$ cat src/rtl/seq_divider.sv
// seq_divider: sequential restoring divider, one quotient bit per SHIFT/TRIAL pair.
// Optional two's-complement mode: define SEQ_DIVIDER_SIGNED_EN (adds FIX state).
module seq_divider #(
  parameter int unsigned WIDTH = 8
) (
  input  logic             Clk,
  input  logic             Reset,
  input  logic             Run,
  input  logic [WIDTH-1:0] Dividend,
  input  logic [WIDTH-1:0] Divisor,
  output logic [WIDTH-1:0] Quotient,
  output logic [WIDTH-1:0] Remainder,
  output logic             Busy,
  output logic             Done,
  output logic             DivZero
);

  localparam int unsigned CW = $clog2(WIDTH);

`ifdef SEQ_DIVIDER_SIGNED_EN
  typedef enum logic [2:0] {S_IDLE, S_SHIFT, S_TRIAL, S_HOLD, S_FIX} state_t;
`else
  typedef enum logic [2:0] {S_IDLE, S_SHIFT, S_TRIAL, S_HOLD} state_t;
`endif

  state_t           state_q, state_d;
  logic [WIDTH:0]   a_q, a_d;
  logic [WIDTH-1:0] q_q, q_d;
  logic [WIDTH-1:0] m_q, m_d;
  logic [CW-1:0]    cnt_q, cnt_d;
  logic [WIDTH-1:0] quo_q, quo_d;
  logic [WIDTH-1:0] rem_q, rem_d;
  logic             dz_q, dz_d;
  logic [WIDTH-1:0] dvd_mag, dvs_mag;
  logic [WIDTH:0]   diff;
  logic             diff_ok;

  // A is one bit wider than M, so the sign of A-M is simply the top bit.
  assign diff    = a_q - {1'b0, m_q};
  assign diff_ok = ~diff[WIDTH];

`ifdef SEQ_DIVIDER_SIGNED_EN
  logic qneg_q, qneg_d;
  logic rneg_q, rneg_d;

  // Magnitudes of the operands; the most-negative value maps to 2^(WIDTH-1).
  assign dvd_mag = Dividend[WIDTH-1] ? -Dividend : Dividend;
  assign dvs_mag = Divisor[WIDTH-1]  ? -Divisor  : Divisor;

  // Latched sign flags for the FIX correction step.
  always_ff @(posedge Clk or negedge Reset) begin
    if (!Reset) begin
      qneg_q <= 1'b0;
      rneg_q <= 1'b0;
    end else begin
      qneg_q <= qneg_d;
      rneg_q <= rneg_d;
    end
  end
`else
  assign dvd_mag = Dividend;
  assign dvs_mag = Divisor;
`endif

  // State register.
  always_ff @(posedge Clk or negedge Reset) begin
    if (!Reset) state_q <= S_IDLE;
    else        state_q <= state_d;
  end

  // Datapath and result registers.
  always_ff @(posedge Clk or negedge Reset) begin
    if (!Reset) begin
      a_q   <= '0;
      q_q   <= '0;
      m_q   <= '0;
      cnt_q <= '0;
      quo_q <= '0;
      rem_q <= '0;
      dz_q  <= 1'b0;
    end else begin
      a_q   <= a_d;
      q_q   <= q_d;
      m_q   <= m_d;
      cnt_q <= cnt_d;
      quo_q <= quo_d;
      rem_q <= rem_d;
      dz_q  <= dz_d;
    end
  end

  // Next-state and datapath update.
  always_comb begin
    state_d = state_q;
    a_d     = a_q;
    q_d     = q_q;
    m_d     = m_q;
    cnt_d   = cnt_q;
    quo_d   = quo_q;
    rem_d   = rem_q;
    dz_d    = dz_q;
`ifdef SEQ_DIVIDER_SIGNED_EN
    qneg_d  = qneg_q;
    rneg_d  = rneg_q;
`endif
    unique case (state_q)
      S_IDLE: begin
        if (Run) begin
          if (Divisor == '0) begin
            quo_d   = '1;
            rem_d   = Dividend;
            dz_d    = 1'b1;
            state_d = S_HOLD;
          end else begin
            q_d     = dvd_mag;
            m_d     = dvs_mag;
            a_d     = '0;
            cnt_d   = '0;
`ifdef SEQ_DIVIDER_SIGNED_EN
            qneg_d  = Dividend[WIDTH-1] ^ Divisor[WIDTH-1];
            rneg_d  = Dividend[WIDTH-1];
`endif
            state_d = S_SHIFT;
          end
        end
      end
      S_SHIFT: begin
        a_d     = {a_q[WIDTH-1:0], q_q[WIDTH-1]};
        q_d     = {q_q[WIDTH-2:0], 1'b0};
        state_d = S_TRIAL;
      end
      S_TRIAL: begin
        q_d = {q_q[WIDTH-1:1], diff_ok};
        if (diff_ok) a_d = diff;
        if (cnt_q == CW'(WIDTH - 1)) begin
`ifdef SEQ_DIVIDER_SIGNED_EN
          state_d = S_FIX;
`else
          quo_d   = {q_q[WIDTH-1:1], diff_ok};
          rem_d   = diff_ok ? diff[WIDTH-1:0] : a_q[WIDTH-1:0];
          state_d = S_HOLD;
`endif
        end else begin
          cnt_d   = cnt_q + CW'(1);
          state_d = S_SHIFT;
        end
      end
`ifdef SEQ_DIVIDER_SIGNED_EN
      S_FIX: begin
        quo_d   = qneg_q ? -q_q : q_q;
        rem_d   = rneg_q ? -a_q[WIDTH-1:0] : a_q[WIDTH-1:0];
        state_d = S_HOLD;
      end
`endif
      S_HOLD: begin
        if (!Run) begin
          dz_d    = 1'b0;
          state_d = S_IDLE;
        end
      end
      default: state_d = S_IDLE;
    endcase
  end

  assign Quotient  = quo_q;
  assign Remainder = rem_q;
  assign DivZero   = dz_q;
  assign Done      = (state_q == S_HOLD);
`ifdef SEQ_DIVIDER_SIGNED_EN
  assign Busy      = (state_q == S_SHIFT) || (state_q == S_TRIAL) || (state_q == S_FIX);
`else
  assign Busy      = (state_q == S_SHIFT) || (state_q == S_TRIAL);
`endif

endmodule

$ cat config.mk
export PLATFORM = sky130hd
export DESIGN_NAME = seq_divider
export DESIGN_NICKNAME = d
export VERILOG_FILES = /design/src/rtl/seq_divider.sv
export SDC_FILE = /design/constraint.sdc
export NUM_CORES = 1
export LEC_CHECK = 0
export CAP_MARGIN = 0
export CORE_MARGIN = 2
export CORE_UTILIZATION = 40
export DETAILED_ROUTE_END_ITERATION = 10
export PLACE_DENSITY = 0.7
export SLEW_MARGIN = 20
export SYNTH_ARGS = -nofsm -noshare
export SYNTH_HDL_FRONTEND = slang
export SYNTH_SLANG_ARGS = --single-unit
$ cat constraint.sdc
create_clock -name Clk -period 4.63 [get_ports Clk]
set_clock_uncertainty 0.15 [all_clocks]
set_input_delay 0.6945 -clock Clk [delete_from_list [all_inputs] [get_ports Clk]]
set_output_delay 0.6945 -clock Clk [all_outputs]
set_load 0.02 [all_outputs]
==> flow_summary_export.csv <==
group,metric,value,unit
run_status,outcome,"completed",
critical_path,r2r_start,"a_q[0]",
global_route,antenna_found_initial,0,
clock_network,cts.sinks,47,
timing,slew_headroom,0.391,
synthesis,async_reset_ff_frac,1.00,
die,dieHeight,86.0,um
global_route,grt_pass1_wl,10700,um
critical_path,cp.arrival,3.39,ns
drt,first_iter_violations,163,
die,initial_core_util,0.419,
drt,postRouteAntennaNets,0,
critical_path,rr_worst_depth,9,
synthesis,synth_compound_gate_area_share,0.292,
clock_network,post_cts_buffers,0,
synthesis,syn_area_per_cell,9.57,um^2
die,dieArea,7390,um^2
timing,min_period,3.34,ns
timing,fmax,300,MHz
synthesis,synthAdderAreaFrac,0.0726,
critical_path,path_cells,"inv_1, ha_1, inv_1, fa_1, a211oi_2, o211ai_1, a221o_1, a211o_1, o31ai_2",
clock_network,clkLatencyLatePin,0.30,ns
synthesis,synth-seq-cells,47,
finish,nets,345,
finish,final_util,0.493,
synthesis,synth_xor_area_frac,0.0130,
hold_path,hp-class,"primary input to async pin",
synthesis,synth.distinct_cells,50,
timing,grt_setup_unrepaired,"false",
clock_network,cts.repair.resized,0,
finish,layout_commonest_cell,"dfrtp_1",
global_route,grt_pass1_vias,2174,
global_route,grt-ovfl-total,0,
finish,antenna_cells,0,
critical_path,crit_required,4.69,ns
clock_network,cts_tree,"built",
clock_network,cts_hold_buffers,0,
critical_path,crit_top_cell,"inv_1",
placement,port_buffers,37,
critical_path,rrSetupSlack,1.29,ns
placement,gp_congestion,0.783,
synthesis,syn_inst,281,
clock_network,cts_root_buffer,"clkbuf_8",
synthesis,ys_warn_count,0,
synthesis,synth_nets,315,
placement,dp_hpwl,4530,um
synthesis,synth-simple-area-share,0.117,
global_route,grt_use_total,0.183,
critical_path,crit_type,"flip-flop to flip-flop",
clock_network,htreeDepth,2,
power_and_ir_drop,p_leak,1.31,nW
finish,syn2layout_area_growth,17.8,%
die,rows,29,
job,cap_violations,0,
clock_network,clockBufferDepth,2,
timing,post-route-period-util,0.720,
drt,wl,6340,um
finish,layout_common_cells,"47 x dfrtp_1, 36 x clkdlybuf4s50_1, 27 x a21oi_1",
finish,drive_gt1_frac,0.0836,
synthesis,synth.cell_area,2690,um^2
global_route,grt_max_degree,48,
power_and_ir_drop,powerDensity,787,nW/um^2
synthesis,synthMuxAreaShare,0.0154,
timing,finalHoldViolCount,0,
timing,slew_violations,0,
timing,tightestPinTransition,0.913,ns
clock_network,cts_made_buffers,5,
die,die_x,86.0,um
critical_path,reg2reg_to,"a_q[4]",
drt,viasPerCell,5.66,
synthesis,ys_seq_area_frac,0.437,
critical_path,start_kind,"flip-flop",
die,core_area,6420,um^2
timing,setup_violations,0,
synthesis,ys.flop_type,"dfrtp_1",
timing,tns,0,ns
synthesis,synth_top_family_by_area,"compound AO/OA/AOI/OAI gates",
clock_network,clk_pin_slew,0.09,ns
die,ioPinCount,38,
critical_path,slowest_stage,"a211o_1",
critical_path,slowest_delay,0.64,ns
synthesis,synth_edf_count,0,
power_and_ir_drop,peakVddDrop,346,uV
drt,vias,2197,
drt,drtPass1Iterations,4,
critical_path,worstSetupEndpointType,"flip-flop",
drt,avgRoutedWirePerCell,16.3,um
critical_path,cp_max_fo,18,
drt,drc,0,
[cell type report]
cell class	instances	area [um^2]
clock buffers	5	68.8
clock inverters	2	13.8
fillers	603	3250
inverters	18	67.6
multi-input cells	201	1370
flip-flops and latches	47	1180
well taps	77	96.3
repair buffers	38	375
[Yosys cell counts, types with 3 or more instances]
master | instances | share of area
a22oi_1 | 15 | 0.042
nor2_1 | 22 | 0.031
nand3_1 | 3 | 0.0056
ha_1 | 14 | 0.065
mux2i_1 | 3 | 0.011
and3_1 | 3 | 0.0070
o21ai_0 | 15 | 0.028
a21oi_1 | 27 | 0.050
inv_1 | 18 | 0.025
a211oi_1 | 3 | 0.0084
o21a_1 | 3 | 0.0084
xor2_1 | 3 | 0.0098
o21ai_1 | 7 | 0.013
o31ai_2 | 7 | 0.033
clkbuf_1 | 9 | 0.013
dfrtp_1 | 47 | 0.44
o22a_1 | 7 | 0.023
nor2b_1 | 3 | 0.0070
nor3_1 | 4 | 0.0074
a211oi_2 | 3 | 0.014
nand2_1 | 25 | 0.035
buf_2 | 3 | 0.0056
[worst max-delay path by stage]
stage | start | end
after CTS | a_q[0] | a_q[0]
after global placement | Divisor[5] | a_q[4]
after global routing | a_q[0] | a_q[1]
after floorplan | a_q[0] | a_q[1]
final | a_q[0] | a_q[4]
after detailed placement | Divisor[5] | a_q[4]
[layer usage]
layer,share of wire,vias up,wire length [um],global-route usage
li1,-,1086,-,-
met1,0.52,1043,3300,0.279
met2,0.42,63,2660,0.264
met3,0.054,5,340,0.0366
met4,0.0074,0,47,0.0476
met5,0,-,0,0
[power breakdown]
part           internal [mW]  switching, mW  total [mW]
registers              0.591          0.135       0.726
clock network          0.104          0.141       0.244
logic                  0.613          0.912        1.52
total                   1.31           1.19        2.49
[kinds of logic (layout without fill, tap and decap cells)]
family,count (synthesis),count (layout)
simple gates,68,68
compound gates,110,110
flops,47,47
xor+xnor,4,4
fa+ha+maj,15,15
buf+inv,33,63
mux,4,4
[worst max-delay path: cells and delay by family (launching register included)]
family | cells | cell delay (ns)
buffers and inverters | 2 | 0.13
flip-flops | 1 | 0.43
AO/OA/AOI/OAI | 5 | 1.94
adder cells (fa/ha/maj) | 2 | 0.58
[state kept, by name (all words and copies together), names as in the netlist]
| register | count |
|---|---|
| DivZero | 1 |
| Quotient | 8 |
| Remainder | 8 |
| a_q | 9 |
| cnt_q | 3 |
| m_q | 8 |
| q_q | 8 |
| state_q | 2 |
[stage by stage]
step           power (mW)  area, um^2  hold slack (ns)  instances  setup WS (ns)
3_5_place_dp         2.25        3080            0.345        381           1.29
5_1_grt              2.72        3170            0.296        388           1.06
2_1_floorplan        1.84        2690            0.249        281           1.89
6_report             2.49        3170            0.238        388           1.29
3_3_place_gp         2.22        3080            0.340        381           1.31
4_1_cts              2.50        3170            0.370        388           1.30
Power figures use the tool's default switching activity.
